[src/rtl/tlp_send.sv]
`default_nettype none
// ============================================================================
// Module   : tlp_send (with tlp_xcvr_pkg)
// Purpose  : Transmit half of tlp-xcvr. Turns action words into register
//            writes, or into register reads answered by a 3DW CplD TLP.
// Revision : 1.0  initial release
// ============================================================================

package tlp_xcvr_pkg;
    typedef logic [3:0] ExtChan;
    typedef enum logic {ACT_WRITE = 1'b0, ACT_READ = 1'b1} ActKind;

    // Action word layout: {kind, chan, reqID, tag, data}
    typedef logic [60:0] Action;

    function automatic ActKind actKind(input Action a);
        return ActKind'(a[60]);
    endfunction
    function automatic ExtChan actChan(input Action a);
        return a[59:56];
    endfunction
    function automatic logic [15:0] actReqID(input Action a);
        return a[55:40];
    endfunction
    function automatic logic [7:0] actTag(input Action a);
        return a[39:32];
    endfunction
    function automatic logic [31:0] actData(input Action a);
        return a[31:0];
    endfunction
    function automatic Action makeAction(input ActKind k, input ExtChan c,
                                         input logic [15:0] r, input logic [7:0] t,
                                         input logic [31:0] d);
        return {k, c, r, t, d};
    endfunction
endpackage

module tlp_send
    import tlp_xcvr_pkg::*;
#(
    parameter int unsigned RD_TIMEOUT = 255
) (
    input  logic          pcieClk_in,
    input  logic          pcieRst_in,
    input  logic [15:0]   cfgBusID_in,
    input  Action         actData_in,
    input  logic          actValid_in,
    output logic          actReady_out,
    output logic [63:0]   txData_out,
    output logic          txValid_out,
    input  logic          txReady_in,
    output logic          txSOP_out,
    output logic          txEOP_out,
    output ExtChan        regRdChan_out,
    output logic          regRdReq_out,
    input  logic [63:0]   regRdData_in,
    input  logic          regRdValid_in,
    output ExtChan        regWrChan_out,
    output logic [31:0]   regWrData_out,
    output logic          regWrValid_out,
    output logic          rdTimeout_out
);
    localparam logic [31:0] c_DW0     = 32'h4A00_0002;
    localparam logic [15:0] c_TIMEOUT = 16'(RD_TIMEOUT);

    typedef enum logic [2:0] {
        S_IDLE    = 3'd0,
        S_RD_WAIT = 3'd1,
        S_CPL0    = 3'd2,
        S_CPL1    = 3'd3,
        S_CPL2    = 3'd4
    } state_t;

    state_t        r_state;
    logic [15:0]   r_cnt;
    logic [15:0]   r_reqID;
    logic [7:0]    r_tag;
    logic [15:0]   r_busID;
    ExtChan        r_rdChan;
    logic [63:0]   r_rdData;
    logic [63:0]   r_txData;
    logic          r_txValid;
    logic          r_txSOP;
    logic          r_txEOP;
    logic          r_rdReq;
    logic          r_rdTimeout;
    ExtChan        r_wrChan;
    logic [31:0]   r_wrData;
    logic          r_wrValid;
    logic          w_accept;

    // Ready is forced low while reset is held, not just after the first edge.
    assign actReady_out = (r_state == S_IDLE) && !pcieRst_in;
    assign w_accept     = actValid_in && actReady_out;

    always_ff @(posedge pcieClk_in or posedge pcieRst_in) begin
        if (pcieRst_in) begin
            r_state     <= S_IDLE;
            r_cnt       <= '0;
            r_reqID     <= '0;
            r_tag       <= '0;
            r_busID     <= '0;
            r_rdChan    <= '0;
            r_rdData    <= '0;
            r_txData    <= '0;
            r_txValid   <= 1'b0;
            r_txSOP     <= 1'b0;
            r_txEOP     <= 1'b0;
            r_rdReq     <= 1'b0;
            r_rdTimeout <= 1'b0;
            r_wrChan    <= '0;
            r_wrData    <= '0;
            r_wrValid   <= 1'b0;
        end else begin
            r_wrValid   <= 1'b0;
            r_rdReq     <= 1'b0;
            r_rdTimeout <= 1'b0;
            case (r_state)
                S_IDLE: begin
                    if (w_accept) begin
                        if (actKind(actData_in) == ACT_WRITE) begin
                            r_wrValid <= 1'b1;
                            r_wrChan  <= actChan(actData_in);
                            r_wrData  <= actData(actData_in);
                        end else begin
                            r_reqID  <= actReqID(actData_in);
                            r_tag    <= actTag(actData_in);
                            r_rdChan <= actChan(actData_in);
                            r_busID  <= cfgBusID_in;
                            r_rdReq  <= 1'b1;
                            r_cnt    <= '0;
                            r_state  <= S_RD_WAIT;
                        end
                    end
                end
                S_RD_WAIT: begin
                    // Real data beats a timeout landing in the same cycle.
                    if (regRdValid_in || (r_cnt == c_TIMEOUT)) begin
                        r_rdData    <= regRdValid_in ? regRdData_in : '1;
                        r_rdTimeout <= !regRdValid_in;
                        r_txData    <= {r_busID, 3'b000, 1'b0, 12'd8, c_DW0};
                        r_txValid   <= 1'b1;
                        r_txSOP     <= 1'b1;
                        r_state     <= S_CPL0;
                    end else begin
                        r_cnt <= r_cnt + 16'd1;
                    end
                end
                S_CPL0: begin
                    if (txReady_in) begin
                        r_txData <= {32'h0, r_reqID, r_tag, 1'b0, r_rdChan[3:0], 3'b000};
                        r_txSOP  <= 1'b0;
                        r_state  <= S_CPL1;
                    end
                end
                S_CPL1: begin
                    if (txReady_in) begin
                        r_txData <= r_rdData;
                        r_txEOP  <= 1'b1;
                        r_state  <= S_CPL2;
                    end
                end
                S_CPL2: begin
                    if (txReady_in) begin
                        r_txValid <= 1'b0;
                        r_txEOP   <= 1'b0;
                        r_state   <= S_IDLE;
                    end
                end
                default: r_state <= S_IDLE;
            endcase
        end
    end

    assign txData_out     = r_txData;
    assign txValid_out    = r_txValid;
    assign txSOP_out      = r_txSOP;
    assign txEOP_out      = r_txEOP;
    assign regRdChan_out  = r_rdChan;
    assign regRdReq_out   = r_rdReq;
    assign regWrChan_out  = r_wrChan;
    assign regWrData_out  = r_wrData;
    assign regWrValid_out = r_wrValid;
    assign rdTimeout_out  = r_rdTimeout;
endmodule

`default_nettype wire

[config.mk]
export PLATFORM = sky130hd
export DESIGN_NAME = tlp_send
export DESIGN_NICKNAME = d
export VERILOG_FILES = /design/src/rtl/tlp_send.sv
export SDC_FILE = /design/constraint.sdc
export NUM_CORES = 1
export LEC_CHECK = 0
export ABC_AREA = 1
export BUFFER_PORTS_ARGS = -buffer_cell sky130_fd_sc_hd__buf_2
export CORE_MARGIN = 5
export CORE_UTILIZATION = 52
export DETAILED_ROUTE_END_ITERATION = 16
export GPL_TIMING_DRIVEN = 1
export PLACE_DENSITY = 0.86
export RECOVER_POWER = 100
export SLEW_MARGIN = 40
export SYNTH_ARGS = -nofsm -noshare
export SYNTH_HDL_FRONTEND = slang
export SYNTH_SLANG_ARGS = --single-unit
[constraint.sdc]
create_clock -name pcieClk_in -period 14.08 [get_ports pcieClk_in]
set_input_delay 0 -clock pcieClk_in [delete_from_list [all_inputs] [get_ports pcieClk_in]]
set_output_delay 0 -clock pcieClk_in [all_outputs]
set_load 0.02 [all_outputs]
==> results.cfg <==
[grt]
grt_overflow = 0
track_usage = 0.2933
grt_max_degree = 91
antenna_found_initial = 1
grt_pass1_vias = 10840
grt_pass1_wl_mm = 56.28

[setup_path]
crit-reg2reg-launch = r_state[1]$_DFFE_PP0P_
cp.required_ns = 14.40
critical_path_class = primary input to flip-flop
rrSetupSlack_ns = 6.88
crit_path_top_delay_cell = clkinvlp_2
path_max_fanout = 90
crit_family = buffers and inverters
start_kind = primary input
ff2ff_path_depth = 6
worstPathCellList = dlygate4sd3_1 > clkbuf_1 > clkinvlp_2 > nand4_1 > clkbuf_1 > nor2_4 > a21oi_1 > o21ai_0
slowest_delay_ns = 2.91
worst-path-buf-inv = 4
end_kind = flip-flop
regToRegEndpoint = r_rdData[25]$_DFFE_PP0P_
worst_path_most_repeated_cell = clkbuf_1
arrival_ns = 7.68

[finish]
final_cell_mix = nand2_1 (421), dfrtp_1 (232), buf_2 (145)
syn_to_final_growth_pct = 32.08
final_common_cell = nand2_1
drive_gt1_frac = 0.1352
instances_no_fill = 1879
layout.nets = 1743

[sta]
slew_headroom = -1.990
finalSetupTns_ns = 0
max_freq_ghz = 0.1359
min_period_ns = 7.360
finClkSkew_ns = 0.01713
finalSetupViolations = 0
whs_ns = 0.08660
rsz0062_at_grt = no
drv_slew = 594
finalHoldViolations = 0
fin_crit_sh = 0.5227
worst_pin_slew_ns = 4.485

[floorplanning]
start_util = 0.5321
core.rowCount = 51
die_w_um = 151.8
fp.dieH_um = 151.8
core_area_um2 = 19650
die_area_um2 = 23050
num_io_pins = 257

[clock_tree]
cts_tree = done
htree_levels = 1
clock-root-buffer = clkbuf_16
cts_made_buffers = 25
clockBufferDepth = 3
clock_latency_ns = 0.52
cts.sinks = 233
clk_pin_slew_ns = 0.06

[route]
dr.pass1.iters = 5
ant_nets = 0
vias = 10570
routed_wl_mm = 34.38
wl_per_cell_um = 18.30
drtIter0Drc = 855
drc = 0
vias_per_cell = 5.623

[synthesis]
yosysTopAreaCellShare = 0.5575
synthSimpleGateAreaFrac = 0.2642
synth_nets = 1390
yosys_warnings = 0
syn_avg_cell_area_um2 = 8.413
syn-instance-count = 1243
synthAdderAreaFrac = 0.001196
synth_cell_types = 28
synth_mux_area_frac = 0
ys_seq_area_frac = 0.5575
synth-xor-area-share = 0.005025
ys_ff_latch = 233
netlist_area_um2 = 10460
synth_top_family_by_area = simple AND/OR/NAND/NOR gates
synth_top_cell_by_area = dfrtp_1
synth_compound_area_frac = 0.09775
synthTopCellsByArea = dfrtp_1 (56%), nand2_1 (15%), o21ai_0 (4.8%)

[status]
violations = capacitance limit, slew limit
status = finished with violations

[pwr]
pwr-share-seq = 0.389
power_density_nw_per_um2 = 209.7
p_sw_mw = 1.232
p_leak_nw = 6.921
switching_share = 0.4254
clkPwrFrac = 0.225
power.internal_mw = 1.665
vdd_drop_max_v = 0.0001526
p_comb_frac = 0.387

[place]
gp_congestion = 0.8936
io_buffers = 256
dp_cells = 1690
hpwl_mm = 19.19

[min_path]
holdPathEnd = regWrChan_out[0]$_DFFE_PP0P_
whs_path_depth = 3
hp-class = primary input to flip-flop
hp-start = actData_in[60]

[run]
drv_cap = 10
-- power groups by stage --
stage          sequential [mW]  combinational (mW)  clock, mW
6_report                  1.13                1.12      0.652
5_1_grt                   1.15                1.23      0.686
4_1_cts                   1.10                1.13      0.656
3_5_place_dp              1.11                1.09          0
3_3_place_gp              1.10                1.05          0
2_1_floorplan             1.25               0.612          0
-- synthesized netlist by cell type (all sizes together) --
cell    count
buf        53
nor3       64
xnor2       1
dfrtp     233
inv        93
nand4      71
ha          1
o21bai      2
a21oi      64
clkbuf     32
o21ai     115
nand2     427
o22ai       1
xor2        5
nand3      23
nor2       58
-- cell type report --
type	instances	area [um2]
Fill cell	1440	5842
Tap cell	265	331.6
Antenna cell	2	5.005
Clock inverter	9	102.6
Multi-Input combinational cell	832	3832
Inverter	93	351.6
Timing Repair Buffer	411	2648
Clock buffer	34	709.4
Sequential cell	233	5832
-- flip-flops by register name, indices dropped and copies added, names as in the netlist --
register	flops
txSOP_out	1
r_reqID	16
regWrData_out	32
txData_out	64
r_cnt	16
regRdReq_out	1
r_busID	16
rdTimeout_out	1
regRdChan_out	4
r_state	3
txValid_out	1
regWrChan_out	4
regWrValid_out	1
r_rdData	64
txEOP_out	1
r_tag	8
-- worst min-delay path, stage by stage --
cell     delay (ns)
buf_2          0.29
o21ai_0        0.23
nand2_1        0.05
-- routing by layer --
layer  track usage  up-vias  wire length [um]
met5             0        -                 0
met4        0.1331        0              1795
met3       0.06561      146              3353
met2        0.4890      672             16400
met1        0.3675     5019             12830
li1              -     4729                 -
-- timing repair --
item	CTS	global route
hold buffers	144	0
hold endpoints to repair	236	0
resized for setup	0	0
setup buffers	0	0
-- worst max-delay path by stage --
stage	from	to	slack, ns	cells after the start
3_5_place_dp	r_state[2]$_DFFE_PP0P_	r_cnt[0]$_DFFE_PP0P_	10.78	9
3_3_place_gp	r_state[2]$_DFFE_PP0P_	r_rdData[25]$_DFFE_PP0P_	10.79	6
2_1_floorplan	pcieRst_in	r_busID[0]$_DFFE_PP0P_	7.65	1
4_1_cts	r_state[2]$_DFFE_PP0P_	r_cnt[0]$_DFFE_PP0P_	10.78	9
5_1_grt	pcieRst_in	r_cnt[15]$_DFFE_PP0P_	5.36	8
6_report	pcieRst_in	r_cnt[15]$_DFFE_PP0P_	6.72	8
-- kinds of logic (layout without fill, tap and decap cells) --
family,after synthesis,count (layout)
AOI/OAI and AO/OA,182,182
xor gates and xnor gates,6,6
adders and majority gates,1,1
buffers and inverters,178,547
DFF,233,233
other,0,2
and+or+nand+nor,643,643
-- per-stage QoR --
stage	utilization	cell area, um2	power (mW)	worst slack [ns]
after global routing	0.7026	13810	3.070	5.365
after detailed placement	0.5991	11780	2.196	10.78
after floorplan	-	10460	1.860	7.652
after global placement	0.5982	11760	2.150	10.79
final	0.7028	13810	2.897	6.720
after CTS	0.7138	14030	2.884	10.78
No activity file was read; power rests on OpenSTA's default activity.
